`config.mk`:
```
export PLATFORM = sky130hd
export DESIGN_NAME = hex_display_slave
export DESIGN_NICKNAME = d
export VERILOG_FILES = /design/src/rtl/hex_display_slave.sv
export SDC_FILE = /design/constraint.sdc
export NUM_CORES = 1
export LEC_CHECK = 0
export CORE_MARGIN = 3
export CORE_UTILIZATION = 50
export DETAILED_ROUTE_END_ITERATION = 7
export HOLD_SLACK_MARGIN = 0.03
export PLACE_DENSITY = 0.77
export SYNTH_ARGS = -nofsm -noshare
export SYNTH_HDL_FRONTEND = slang
export SYNTH_SLANG_ARGS = --single-unit
```
`constraint.sdc`:
```
create_clock -name clk -period 4.26 [get_ports clk]
set_input_delay 0.852 -clock clk [delete_from_list [all_inputs] [get_ports clk]]
set_output_delay 0.852 -clock clk [all_outputs]
set_load 0.1 [all_outputs]
```
`src/rtl/hex_display_slave.sv`:
```
// hex_display_slave: Avalon-MM register block driving six active-low
// seven-segment displays from a 24-bit value, with per-digit enable,
// leading-zero blanking and a programmable blink.

// Single-digit decoder: hex nibble to active-low segments (bit0 = a .. bit6 = g).
// A hidden digit drives all segments off.
module hex_digit (
    input  logic [3:0] nib_i,
    input  logic       show_i,
    output logic [6:0] seg_o
);

    // Nibble lookup, overridden to blank when the digit is not shown
    always_comb begin
        seg_o = 7'h7F;
        if (show_i) begin
            unique case (nib_i)
                4'h0: seg_o = 7'b1000000;
                4'h1: seg_o = 7'b1111001;
                4'h2: seg_o = 7'b0100100;
                4'h3: seg_o = 7'b0110000;
                4'h4: seg_o = 7'b0011001;
                4'h5: seg_o = 7'b0010010;
                4'h6: seg_o = 7'b0000010;
                4'h7: seg_o = 7'b1111000;
                4'h8: seg_o = 7'b0000000;
                4'h9: seg_o = 7'b0010000;
                4'hA: seg_o = 7'b0001000;
                4'hB: seg_o = 7'b0000011;
                4'hC: seg_o = 7'b1000110;
                4'hD: seg_o = 7'b0100001;
                4'hE: seg_o = 7'b0000110;
                4'hF: seg_o = 7'b0001110;
                default: seg_o = 7'h7F;
            endcase
        end
    end

endmodule

module hex_display_slave #(
    parameter int          CNT_W         = 32,
    parameter int unsigned BLINK_DIV_RST = 25_000_000
) (
    input  logic        clk,
    input  logic        reset,
    input  logic [1:0]  address,
    input  logic        read,
    input  logic        write,
    input  logic [31:0] writedata,
    output logic [31:0] readdata,
    output logic [6:0]  hex0,
    output logic [6:0]  hex1,
    output logic [6:0]  hex2,
    output logic [6:0]  hex3,
    output logic [6:0]  hex4,
    output logic [6:0]  hex5
);

    localparam int NUM_DIG = 6;

    localparam logic [1:0] A_VALUE  = 2'd0;
    localparam logic [1:0] A_CTRL   = 2'd1;
    localparam logic [1:0] A_DIV    = 2'd2;
    localparam logic [1:0] A_STATUS = 2'd3;

    // Register state
    logic [23:0]             value_q,    value_d;
    logic [NUM_DIG-1:0]      en_q,       en_d;
    logic                    lz_q,       lz_d;
    logic                    ben_q,      ben_d;
    logic [CNT_W-1:0]        div_q,      div_d;
    logic [CNT_W-1:0]        cnt_q,      cnt_d;
    logic                    phase_q,    phase_d;
    logic [31:0]             rdata_q,    rdata_d;
    logic [NUM_DIG-1:0][6:0] hex_q,      hex_d;

    logic wr_value, wr_ctrl, wr_div;
    logic cnt_wrap;

    assign wr_value = write && (address == A_VALUE);
    assign wr_ctrl  = write && (address == A_CTRL);
    assign wr_div   = write && (address == A_DIV);
    assign cnt_wrap = (cnt_q == (div_q - CNT_W'(1)));

    // Register writes; BLINK_DIV of 0 is stored as 1 so the counter always wraps
    always_comb begin
        value_d = value_q;
        en_d    = en_q;
        lz_d    = lz_q;
        ben_d   = ben_q;
        div_d   = div_q;
        if (wr_value) value_d = writedata[23:0];
        if (wr_ctrl) begin
            en_d  = writedata[NUM_DIG-1:0];
            lz_d  = writedata[8];
            ben_d = writedata[9];
        end
        if (wr_div) begin
            div_d = (writedata[CNT_W-1:0] == '0) ? CNT_W'(1) : writedata[CNT_W-1:0];
        end
    end

    // Free-running blink divider; a BLINK_DIV write restarts it in phase 0
    always_comb begin
        cnt_d   = cnt_q + CNT_W'(1);
        phase_d = phase_q;
        if (wr_div) begin
            cnt_d   = '0;
            phase_d = 1'b0;
        end else if (cnt_wrap) begin
            cnt_d   = '0;
            phase_d = ~phase_q;
        end
    end

    // Read mux from pre-edge state so a same-cycle write returns the old value
    always_comb begin
        rdata_d = rdata_q;
        if (read) begin
            unique case (address)
                A_VALUE:  rdata_d = {8'h00, value_q};
                A_CTRL:   rdata_d = {22'd0, ben_q, lz_q, 2'b00, en_q};
                A_DIV:    rdata_d = 32'(div_q);
                A_STATUS: rdata_d = {31'd0, phase_q};
                default:  rdata_d = '0;
            endcase
        end
    end

    // Per-digit visibility and decode, all from registered state only
    for (genvar i = 0; i < NUM_DIG; i++) begin : g_dig
        logic lz_hide;
        logic show;
        if (i == 0) begin : g_lz0
            assign lz_hide = 1'b0;
        end else begin : g_lzn
            assign lz_hide = lz_q && (value_q[23:4*i] == '0);
        end
        assign show = en_q[i] && !(ben_q && phase_q) && !lz_hide;
        hex_digit u_dig (
            .nib_i  (value_q[4*i +: 4]),
            .show_i (show),
            .seg_o  (hex_d[i])
        );
    end

    // State update with synchronous reset
    always_ff @(posedge clk) begin
        if (reset) begin
            value_q <= '0;
            en_q    <= '1;
            lz_q    <= 1'b0;
            ben_q   <= 1'b0;
            div_q   <= CNT_W'(BLINK_DIV_RST);
            cnt_q   <= '0;
            phase_q <= 1'b0;
            rdata_q <= '0;
            hex_q   <= {NUM_DIG{7'h7F}};
        end else begin
            value_q <= value_d;
            en_q    <= en_d;
            lz_q    <= lz_d;
            ben_q   <= ben_d;
            div_q   <= div_d;
            cnt_q   <= cnt_d;
            phase_q <= phase_d;
            rdata_q <= rdata_d;
            hex_q   <= hex_d;
        end
    end

    assign readdata = rdata_q;
    assign hex0     = hex_q[0];
    assign hex1     = hex_q[1];
    assign hex2     = hex_q[2];
    assign hex3     = hex_q[3];
    assign hex4     = hex_q[4];
    assign hex5     = hex_q[5];

endmodule

```
==> results_tabular.tex <==
\begin{tabular}{lr}
\hline
Metric & Value \\
\hline
\multicolumn{2}{l}{\textbf{Finish}} \\
Final net count & 1202 \\
Layout filler cell count & 1502 \\
N\_diodes & 0 \\
Final Util & 0.618 \\
Commonest cells after routing, fill and taps aside & sky130\_fd\_sc\_hd\_\_dfxtp\_1, sky130\_fd\_sc\_hd\_\_nand2\_1, sky130\_fd\_sc\_hd\_\_clkdlybuf4s50\_1 \\
Area used by multi-input combinational logic & 5150 µm² \\
Register area & 3420 µm² \\
Commonest non-fill, non-tap cell in the layout & sky130\_fd\_sc\_hd\_\_dfxtp\_1 \\
Layout overhead on the synthesized area & 19.5\% \\
Ratio of cells with drive above 1 in the final layout & 0.0922 \\
Final cell area excluding filler cells & 10800 µm² \\
\multicolumn{2}{l}{\textbf{Worst setup path}} \\
Crit path buffers/inverters & 2 \\
Critical path cell sequence & inv\_1 -> ha\_1 -> nor3b\_2 -> nand3\_1 -> a2111oi\_4 -> nand4b\_1 -> or4\_1 -> or4\_4 -> nor3\_4 -> buf\_12 -> nor3\_2 \\
Critical-path maximum fanout & 32 \\
Crit path from & div\_q[0]\$\_SDFFE\_PP0P\_ \\
Max stage delay on crit path & 530 ps \\
Kind of start point of the critical path & flip-flop \\
Crit Reg-Reg Startpoint & div\_q[0]\$\_SDFFE\_PP0P\_ \\
Category of the worst setup path capture point & flip-flop \\
Data required time at the worst endpoint & 4570 ps \\
Worst Path Arrival & 3960 ps \\
Cell with the biggest individual delay on the critical path & sky130\_fd\_sc\_hd\_\_or4\_1 \\
Critical setup path kind & reg -> reg \\
Kind of cell with the highest combined delay on the critical path & simple AND/OR/NAND/NOR gates \\
\multicolumn{2}{l}{\textbf{CTS}} \\
Number of post-CTS setup repair buffers & 0 \\
Clock tree root driver cell & sky130\_fd\_sc\_hd\_\_clkbuf\_16 \\
Clk buf depth & 2 \\
Clock latency reported for the late side of the worst-skew pair & 430 ps \\
Cts hold-fix bufs & 0 \\
Count of instances resized after the clock tree is built & 0 \\
Maximum level of the CTS H-tree & 4 \\
Clock sink count & 171 \\
Clock slew seen by the registers of the worst setup and hold paths & 70 ps \\
Clock tree from TritonCTS & built \\
Total CTS buffers & 17 \\
\multicolumn{2}{l}{\textbf{Routing}} \\
Total wire length & 23.8 mm \\
WL per Instance & 17.4 µm \\
DRC violation count after routing & 0 \\
Total number of vias & 7893 \\
Average via count per standard cell & 5.79 \\
Initial DRT Pass Iterations & 5 \\
Number of DRC violations after detailed-routing iteration 0 & 731 \\
Final antenna-violating net count & 0 \\
\multicolumn{2}{l}{\textbf{STA}} \\
Worst slew margin relative to its limit & 0.334 \\
Worst Max-Slew Pin Slew & 996 ps \\
Final count of negative-setup-slack endpoints & 0 \\
Final worst-path cycle share & 0.857 \\
Maximum operating frequency & 0.274 GHz \\
Post-route minimum period & 3650 ps \\
Final-report hold violation count & 0 \\
Clock skew after layout & 7.09 ps \\
Unrepaired setup endpoints after global routing & no \\
Total count of max-transition violations in the final report & 0 \\
Summed negative setup slack over all endpoints & 0 ps \\
\multicolumn{2}{l}{\textbf{Job}} \\
Max-capacitance violation count & 0 \\
\multicolumn{2}{l}{\textbf{Synthesis}} \\
Synthesis-stage register bit count & 171 \\
Nets in the synthesized netlist & 1132 \\
Number of synthesis warnings & 0 \\
Fraction of post-synthesis cell area in the top cell type by area & 0.377 \\
Async set or reset register ratio after synthesis & 0 \\
Cell type with the largest total area after synthesis & sky130\_fd\_sc\_hd\_\_dfxtp\_1 \\
Sequential share of the synthesized area & 0.377 \\
Number of library cell types mapped by synthesis & 69 \\
Synthesized instance count & 1056 \\
Average cell area after synthesis & 8.59 µm² \\
Ys flop type & sky130\_fd\_sc\_hd\_\_dfxtp\_1 \\
Synthesized cell area & 9070 µm² \\
Area contributors post-synth & sky130\_fd\_sc\_hd\_\_dfxtp\_1, sky130\_fd\_sc\_hd\_\_nand2\_1, sky130\_fd\_sc\_hd\_\_ha\_1, sky130\_fd\_sc\_hd\_\_a21oi\_1, sky130\_fd\_sc\_hd\_\_nor3\_2 \\
EDFF count, synth & 0 \\
\multicolumn{2}{l}{\textbf{Global route}} \\
Overall overflow remaining after global route & 0 \\
Via count of the first global-routing pass & 7452 \\
Gr usage total & 0.237 \\
Antenna violations before repair & 0 \\
Maximum number of pins on one net before global-route repair & 49 \\
Wire length of the first global-routing pass & 38.4 mm \\
\multicolumn{2}{l}{\textbf{Floorplan}} \\
Core Area & 17500 µm² \\
Std-Cell Rows & 48 \\
Horizontal die dimension & 141 µm \\
I/O Pins & 112 \\
Die area & 19800 µm² \\
Starting Density & 0.517 \\
Die boundary height & 141 µm \\
\multicolumn{2}{l}{\textbf{Placed design}} \\
Placed standard-cell area & 10200 µm² \\
HPWL after DPL & 17.3 mm \\
Port-buffer cells & 111 \\
Final RePlAce weighted congestion & 0.921 \\
\multicolumn{2}{l}{\textbf{Status}} \\
Result of the run & finished clean \\
\multicolumn{2}{l}{\textbf{Power}} \\
Maximum VDD drop & 0.295 mV \\
Total power after layout & 4.21 mW \\
Leakage power of the design & 3.97 nW \\
Power per unit of standard cell area & 388 nW/µm² \\
\multicolumn{2}{l}{\textbf{Hold path}} \\
Path class of the lowest-slack min-delay path & reg -> reg \\
Hold path start & readdata[29]\$\_SDFFE\_PP0P\_ \\
\hline
\end{tabular}
per-layer routing:
layer  GRT usage  vias to the layer above  wire length, µm
li1            -                     3864                -
met2       0.373                      269            10900
met5           0                        -                0
met3      0.0461                       39             1560
met1       0.328                     3721            10800
met4      0.0770                        0              488
synth_stat cells, drive strengths merged (2+ instances only):
master   count
or3          5
o211ai      21
a211oi      11
o21ai       38
nor3        46
a21oi       70
ha          38
nor3b        5
nand2b      21
nor2b       25
xor2        34
o2111ai      2
and4         4
dfxtp      171
a32oi        4
and3        21
nand2      130
o31ai        2
inv         28
o21a         2
or4          8
xnor2       34
a211o       16
nand4       10
nand3b      13
o311ai      19
or2          2
mux2i       13
nand3       37
nor2        78
a22o        17
clkbuf      58
nor4b        2
a21boi       2
nor4        20
a31oi        2
and2         7
nand4b       3
buf         17
a21o         4
o211a        3
mux2         3
mux4         2
power breakdown:
| part | internal, mW | switching (mW) |
|---|---|---|
| Sequential | 1.67 | 0.0662 |
| Clock | 0.996 | 0.686 |
| Combinational | 0.218 | 0.567 |
area by class of cell:
type	count	share of cell area
inverter	28	0.00969
timing repair buffer	128	0.114
clock buffer	17	0.0392
clock inverter	15	0.0195
multi-input combinational	780	0.475
sequential	171	0.316
tap	225	0.0260
metrics by stage:
step                      hold slack (ps)  cells  setup WS (ps)
after floorplan                       444   1056            957
after global placement                455   1332            762
after detailed placement              461   1332            645
after CTS                             472   1364            624
after global routing                  493   1364            375
final                                 470   1364            608
final timing paths:
kind / to / slack, ps / cells after the start
setup reg to reg: cnt_q[31]$_SDFF_PP0_ / 610 / 11
setup / recovery: cnt_q[31]$_SDFF_PP0_ / 610 / 11
hold / removal: readdata[29]$_SDFFE_PP0P_ / 470 / 2
hold reg to reg: readdata[29]$_SDFFE_PP0P_ / 470 / 2
worst min-delay path, delay by kind of cell, from the launching register on:
family / cells / cell delay [ps]
DFF: 1 / 310
AOI/OAI and AO/OA: 1 / 50
and+or+nand+nor: 1 / 60
registers in the layout, indices dropped and copies added, names as in the netlist:
name,flops
hex5,7
cnt_q,32
ben_q,1
hex2,7
hex0,7
hex3,7
hex4,7
en_q,6
phase_q,1
hex1,7
lz_q,1
div_q,32
value_q,24
readdata,32
logic make-up (layout without fill, tap and decap cells):
group                    count (synthesis)  count (layout)  share of synthesized area
buffers and inverters                  105             188                     0.0561
adder cells (fa/ha/maj)                 38              38                     0.0524
AND/OR/NAND/NOR                        440             440                      0.265
AO/OA/AOI/OAI                          216             216                      0.160
multiplexers                            18              18                     0.0230
flip-flops                             171             171                      0.377
XOR/XNOR                                68              68                     0.0656
(Power assumes the default switching activity.)
